`config.mk`:
```
export PLATFORM = sky130hd
export DESIGN_NAME = tnn_neuron_accum
export DESIGN_NICKNAME = d
export VERILOG_FILES = /design/src/rtl/tnn_pkg.sv /design/src/rtl/tnn_act_thresh.sv /design/src/rtl/tnn_neuron_accum.sv
export SDC_FILE = /design/constraint.sdc
export NUM_CORES = 1
export LEC_CHECK = 0
export ABC_CLOCK_PERIOD_IN_PS = 3400
export BUFFER_PORTS_ARGS = -buffer_cell sky130_fd_sc_hd__buf_4
export CAP_MARGIN = 10
export CORE_MARGIN = 4
export CORE_UTILIZATION = 30
export CTS_CLUSTER_DIAMETER = 60
export DETAILED_ROUTE_END_ITERATION = 10
export HOLD_SLACK_MARGIN = 0.12
export PLACE_DENSITY = 0.5
export SYNTH_ARGS = -nofsm -noshare
export SYNTH_HDL_FRONTEND = slang
export SYNTH_SLANG_ARGS = --single-unit
```
`constraint.sdc`:
```
create_clock -name clk -period 3.4 [get_ports clk]
set_clock_uncertainty 0.15 [all_clocks]
set_input_delay 0.17 -clock clk [delete_from_list [all_inputs] [get_ports clk]]
set_output_delay 0.17 -clock clk [all_outputs]
set_load 0.01 [all_outputs]
```
`src/rtl/tnn_pkg.sv`:
```
// Shared types and constants for the ternary neuron datapath.
// Activation encoding, FSM states and popcount width.
package tnn_pkg;
  localparam int PC_W = 3;

  localparam logic [1:0] ACT_POS  = 2'b01;
  localparam logic [1:0] ACT_ZERO = 2'b00;
  localparam logic [1:0] ACT_NEG  = 2'b11;

  typedef enum logic {
    ACC,
    DONE
  } state_t;
endpackage

```
`src/rtl/tnn_act_thresh.sv`:
```
// Threshold activation for one neuron sum.
// TNN_TERNARY_OUT_EN selects ternary output; default is binary.
module tnn_act_thresh
  import tnn_pkg::*;
#(
  parameter int ACC_W = 6
) (
  input  logic signed [ACC_W-1:0] sum,
  input  logic signed [ACC_W-1:0] thr_hi,
  input  logic signed [ACC_W-1:0] thr_lo,
  output logic [1:0]              act
);

`ifdef TNN_TERNARY_OUT_EN
  // The +1 test wins when thr_lo > thr_hi.
  always_comb begin
    act = ACT_ZERO;
    if (sum >= thr_hi)
      act = ACT_POS;
    else if (sum < thr_lo)
      act = ACT_NEG;
  end
`else
  logic unused_thr_lo;
  assign unused_thr_lo = ^thr_lo;

  always_comb begin
    act = ACT_NEG;
    if (sum >= thr_hi)
      act = ACT_POS;
  end
`endif

endmodule

```
`src/rtl/tnn_neuron_accum.sv`:
```
// Accumulates (pos - neg) popcounts over N_BEATS and activates.
// TNN_TERNARY_OUT_EN enables ternary activation via thr_lo.
module tnn_neuron_accum
  import tnn_pkg::*;
#(
  parameter int N_BEATS = 4,
  parameter int ACC_W   = 6
) (
  input  logic             clk,
  input  logic             rst_n,
  input  logic             in_valid,
  output logic             in_ready,
  input  logic [2:0]       in_pos,
  input  logic [2:0]       in_neg,
  input  logic [ACC_W-1:0] thr_hi,
  input  logic [ACC_W-1:0] thr_lo,
  output logic             out_valid,
  input  logic             out_ready,
  output logic [1:0]       out_act,
  output logic [ACC_W-1:0] out_sum
);

  localparam int CNT_W = $clog2(N_BEATS) + 1;

  if (N_BEATS < 1) begin : g_bad_beats
    $error("N_BEATS must be at least 1");
  end
  if (N_BEATS * 7 > 2 ** (ACC_W - 1) - 1) begin : g_bad_width
    $error("ACC_W too narrow for N_BEATS");
  end

  state_t state, state_nxt;

  logic signed [ACC_W-1:0] acc;
  logic signed [ACC_W-1:0] delta;
  logic signed [ACC_W-1:0] fin;
  logic [CNT_W-1:0]        beat_cnt;
  logic [1:0]              act;
  logic                    take;
  logic                    last;

  assign in_ready  = (state == ACC);
  assign out_valid = (state == DONE);
  assign take      = in_valid & in_ready;
  assign last      = (beat_cnt == CNT_W'(N_BEATS - 1));

  // Popcounts are unsigned; zero-extend before the signed subtract.
  assign delta = $signed({{(ACC_W-PC_W){1'b0}}, in_pos})
               - $signed({{(ACC_W-PC_W){1'b0}}, in_neg});
  assign fin   = acc + delta;

  tnn_act_thresh #(
    .ACC_W (ACC_W)
  ) u_act (
    .sum    (fin),
    .thr_hi (thr_hi),
    .thr_lo (thr_lo),
    .act    (act)
  );

  always_comb begin
    state_nxt = state;
    unique case (state)
      ACC:  if (take && last) state_nxt = DONE;
      DONE: if (out_ready)    state_nxt = ACC;
      default: state_nxt = ACC;
    endcase
  end

  always_ff @(posedge clk or negedge rst_n) begin
    if (!rst_n) begin
      state    <= ACC;
      acc      <= '0;
      beat_cnt <= '0;
      out_act  <= '0;
      out_sum  <= '0;
    end else begin
      state <= state_nxt;
      if (take) begin
        if (last) begin
          acc      <= '0;
          beat_cnt <= '0;
          out_sum  <= fin;
          out_act  <= act;
        end else begin
          acc      <= fin;
          beat_cnt <= beat_cnt + 1'b1;
        end
      end
    end
  end

endmodule
```
Yosys cells after proc, flatten, opt, wreduce, memory -nomap -nowiden
Index checks and enable logic that the tools add are counted.
{ "word_totals": {"register_bits": 18, "latchBits": 0, "mem_bits_rw": 0, "rom_bits": 0, "out_inout_bits": 10, "elab_cells": 20, "memories": 0} }
{ "classes": {"add_sub_neg": 3, "multipliers": 0, "div": 0, "order_cmp": 1, "eq_ne": 1, "n_shift": 0, "muxes": 6, "bitwise_logic": 2, "reduce_logical": 2} }
{ "ops": {"columns": ["operator", "n"], "rows": [
  ["6-bit by 4-bit adder with 6-bit output", 1],
  ["6-bit greater-or-equal comparator", 1],
  ["6-bit two-way mux", 1],
  ["3-bit by 3-bit subtractor with 4-bit output", 1],
  ["3-bit by 1-bit adder with 3-bit output (second input constant)", 1],
  ["3-bit by 2-bit == test with 1-bit output (second input constant)", 1],
  ["3-bit two-way mux", 1],
  ["1-bit two-way mux", 2],
  ["2-bit two-way mux", 1],
  ["1-bit case mux with 2 select lines", 1],
  ["2-bit AND reduction", 1],
  ["1-bit AND", 1],
  ["1-bit logical AND", 1],
  ["1-bit NOT", 1]
]} }

Longest topological paths before layout
{ "depth": {"ltp_word": 5, "ltp_mapped": 16, "depth_no_buf": 16} }

Cells and area by module
From an unflattened synthesis, not the netlist that was laid out.
{ "hier_totals": {"hier_cells": 133, "area_unflattened_um2": 1236.2} }
{ "modules_own_cells": {"columns": ["module", "instances", "cells_per_inst", "area_each_um2", "seq_area_each_um2"], "rows": [
  ["tnn_neuron_accum", 1, 109, 1058.5, 450.4],
  ["tnn_act_thresh", 1, 24, 177.7, 0.0]
]} }

Worst setup path before layout
OpenSTA, ideal clock, no wires.
{ "synth_timing": {"path_kind": "in2reg", "from": "input port in_pos[0]", "to": "register out_act[1]", "setup_time_ns": 0.088, "arrival_time_ns": 2.594, "required_time_ns": 3.162, "setup_slack_ns": 0.568, "stages": 14, "cell_sequence": "inv_1 ha_1 inv_1 fa_1 ha_1 a211oi_1 o21ai_0 a32oi_2 xor2_2 ha_1 nand2b_1 nand3_1 o21ai_0 a41oi_1"} }
{ "synth_between": {"elab_chain_cells": 4} }
{ "synth_rtl": {"columns": ["item", "line", "text"], "rows": [
  ["from (decl)", "tnn_neuron_accum.sv:13", "input logic [2:0] in_pos,"],
  ["3-bit by 3-bit subtractor with 4-bit output", "tnn_neuron_accum.sv:49", "- $signed({{(ACC_W-PC_W){1'b0}}, in_neg});"],
  ["6-bit by 4-bit adder with 6-bit output", "tnn_neuron_accum.sv:50", "assign fin = acc + delta;"],
  ["net fin[5]", "tnn_neuron_accum.sv:36", "logic signed [ACC_W-1:0] fin;"],
  ["6-bit greater-or-equal comparator", "tnn_act_thresh.sv:29", "if (sum >= thr_hi)"],
  ["2-bit two-way mux", "tnn_act_thresh.sv:29", null],
  ["to (signal assigned)", "tnn_neuron_accum.sv:84", "out_act <= act;"],
  ["to (decl)", "tnn_neuron_accum.sv:19", "output logic [1:0] out_act,"]
]} }
The timed path passes the listed nets, and every way through them passes these cells.
A chain may end at the register's enable or synchronous reset.

Worst setup path after layout
Same ends and word-level chain as after synthesis.

==> results.yml <==
status:
  outcome: "finished clean"
finish:
  areaGrowthSynthToFinish_pct: 27.6
  fin_nets: 178
  seqCellArea_sq_um: 450
  final_area_sq_um: 1500
  final_cell_mix: "buf_4, dfrtp_1, ha_1"
  finalNonFillerCells: 186
  fillers: 373
  final_util_pct: 40.3
  layout-drive-gt1-share_pct: 29.7
  multi_input_area_sq_um: 662
  final_common_cell: "buf_4"
  n_antenna_cell: 0
timing:
  max_slew.worst_pin.slew_ns: 0.837
  timing.final.crit_share_pct: 88.3
  rsz0062_at_grt: "false"
  period_minus_slack_ns: 3.00
  fin_hold_ws_ns: 0.163
  postLayoutSetupSlackWorst_ns: 0.399
  relSlewSlack_pct: 44.0
  finalSetupViolations: 0
  fmax_ghz: 0.333
  final_max_slew_viol_count: 0
  hold_violations: 0
  setup_tns_ns: 0
yosys:
  yosysSeqAreaShare_pct: 38.4
  synthesis.nets: 147
  synth_cell_types: 33
  ys.flop_type: "dfrtp_1"
  synth.avg_cell_area_sq_um: 10.9
  synth-seq-cells: 18
  synth_warnings: 0
  syn_inst: 108
  netlist_area_sq_um: 1170
  async_flop_share_pct: 100
  synth-edff-count: 0
drt:
  dr.pass1.iters: 4
  drt_iter0_drc: 19
  wl_per_cell_um: 12.4
  vias: 889
  drc: 0
  final_antenna_net_count: 0
  wirelength_um: 2300
  vias_per_cell: 4.78
critical_path:
  crit_top_cell: "ha_1"
  path_class: "in -> reg"
  slowest_stage: "fa_1"
  worst-path-max-fanout: 3
  cp.arrival_ns: 3.02
  worstSetupEndpointType: "register"
  start_kind: "input pin"
  cp_cell_sequence: "buf_4 -> inv_1 -> ha_1 -> inv_1 -> fa_1 -> ha_1 -> a211oi_1 -> o21ai_0 -> a32oi_2 -> xor2_2 -> ha_1 -> nand2b_1 -> nand3_1 -> o21ai_0 -> a41oi_1"
  critPathRequiredTime_ns: 3.41
  cp_slowest_stage_delay_ns: 0.50
pwr:
  powerDensity_nw_per_um2: 895
  p_sw_uw: 519
  internal-power_uw: 821
  combPwrFrac_pct: 58.2
  p_leak_nw: 0.759
  power.clock.fraction_pct: 13.0
  p_total_mw: 1.34
  p_seq_share_pct: 28.8
  p_sw_share_pct: 38.7
  ir_worst_vdd_v: 0.000436
floorplan:
  core-area_sq_um: 3720
  die_area_sq_um: 4980
  initial_core_util_pct: 31.6
  die_w_um: 70.5
  rows: 22
  die_h_um: 70.5
  pin_count: 32
placement:
  gp_congestion: 0.698
  post-place-cells: 179
  dp_hpwl_um: 1820
  dpl_worst_slack_ns: 0.140
  dpl_cell_area_sq_um: 1410
  io_buffers: 25
cts:
  cts_sinks: 18
  cts_setup_buffers: 0
  tritoncts: "built"
  clock_path_buffers: 2
  clock_latency_ns: 0.25
  clockRootBuffer: "clkbuf_8"
  clk_pin_slew_ns: 0.07
  cts_max_level: 1
  cts_made_buffers: 3
  ctsResizeCount: 0
global_routing:
  antenna_found_initial: 0
  grtUsageMet2_pct: 15.9
  grt.total_usage_pct: 9.57
  grt_pass1_vias: 868
  grt_pass1_wl_um: 3940
  grt_use_met1_pct: 13.0
  grt.overflow.total: 0
  gr-max-usage-layer: "met2"
  grt_start_max_net_pins: 19
  groute.layer.met3.usage_pct: 1.56
job:
  cap_violations: 0
worst_hold_path:
  hp-class: "in -> async"
==> critical path: cells and delay by family <==
family	cells	cell delay, ns
buffers and inverters	3	0.20
AO/OA/AOI/OAI	5	0.97
AND/OR/NAND/NOR	2	0.24
adder cells (fa/ha/maj)	4	1.23
XOR/XNOR	1	0.20
==> cells in the mapped netlist (2+ instances only) <==
cell      count  area share (%)
a21o_1        6             3.8
a21oi_1       4             1.7
a21oi_2       2             1.5
a22o_1        6             4.5
dfrtp_1      18              38
fa_1          2             3.4
ha_1         15              16
inv_1        14             4.5
mux2_2        4             3.8
nand2_1       4             1.3
nand2b_1      4             2.1
nor2_1        4             1.3
o21ai_0       3             1.3
xnor2_1       3             2.2
==> layer usage <==
layer / up-vias / part of all wire, % / wire (um)
li1: 438 / - / -
met1: 431 / 47 / 1090
met2: 18 / 48 / 1100
met3: 2 / 4.6 / 106
met4: 0 / 0.56 / 13
met5: - / 0 / 0
==> cells by family after synthesis <==
group	share of synthesized area (%)
muxes	6.08
buffers and inverters	5.22
DFF	38.4
xor gates and xnor gates	4.37
AOI/OAI and AO/OA	18.1
and+or+nand+nor	8.42
adders and majority gates	19.4
==> power groups by stage <==
stage	clock (mW)	sequential (mW)	combinational [mW]
finish	0.174	0.387	0.780
global route	0.183	0.402	0.882
CTS	0.177	0.388	0.794
detailed placement	0	0.391	0.784
global placement	0	0.385	0.765
floorplan	0	0.404	0.534
==> final timing paths <==
| path | start | end | slack, ns | cells after the start |
|---|---|---|---|---|
| setup / recovery | in_pos[0] | out_act[1] | 0.40 | 15 |
| hold / removal | rst_n | out_valid | 0.16 | 2 |
| setup reg to reg | acc[1] | out_act[1] | 0.75 | 10 |
| hold reg to reg | out_act[0] | out_act[0] | 0.33 | 1 |
| max in group asynchronous | rst_n | acc[3] | 2.75 | 2 |
| min in group clk | thr_hi[4] | out_act[1] | 0.18 | 4 |
==> timing repair <==
item / CTS / global route
hold buffers: 3 / 0
endpoints found under the setup margin: 0 / 0
hold endpoints to repair: 20 / 0
==> sequential cells by signal, summed over array words and instances, names as in the netlist <==
register and count:
out_sum 6, out_valid 1, out_act 2, acc 6, beat_cnt 3
==> cell type report <==
cell class / count / share of cell area, %
Timing Repair Buffer: 28 / 14.5
Sequential cell: 18 / 30.1
Inverter: 14 / 3.51
Tap cell: 48 / 4.01
Clock buffer: 4 / 3.68
Multi-Input combinational cell: 74 / 44.2
Note: power is estimated with default switching activity, not from simulation.
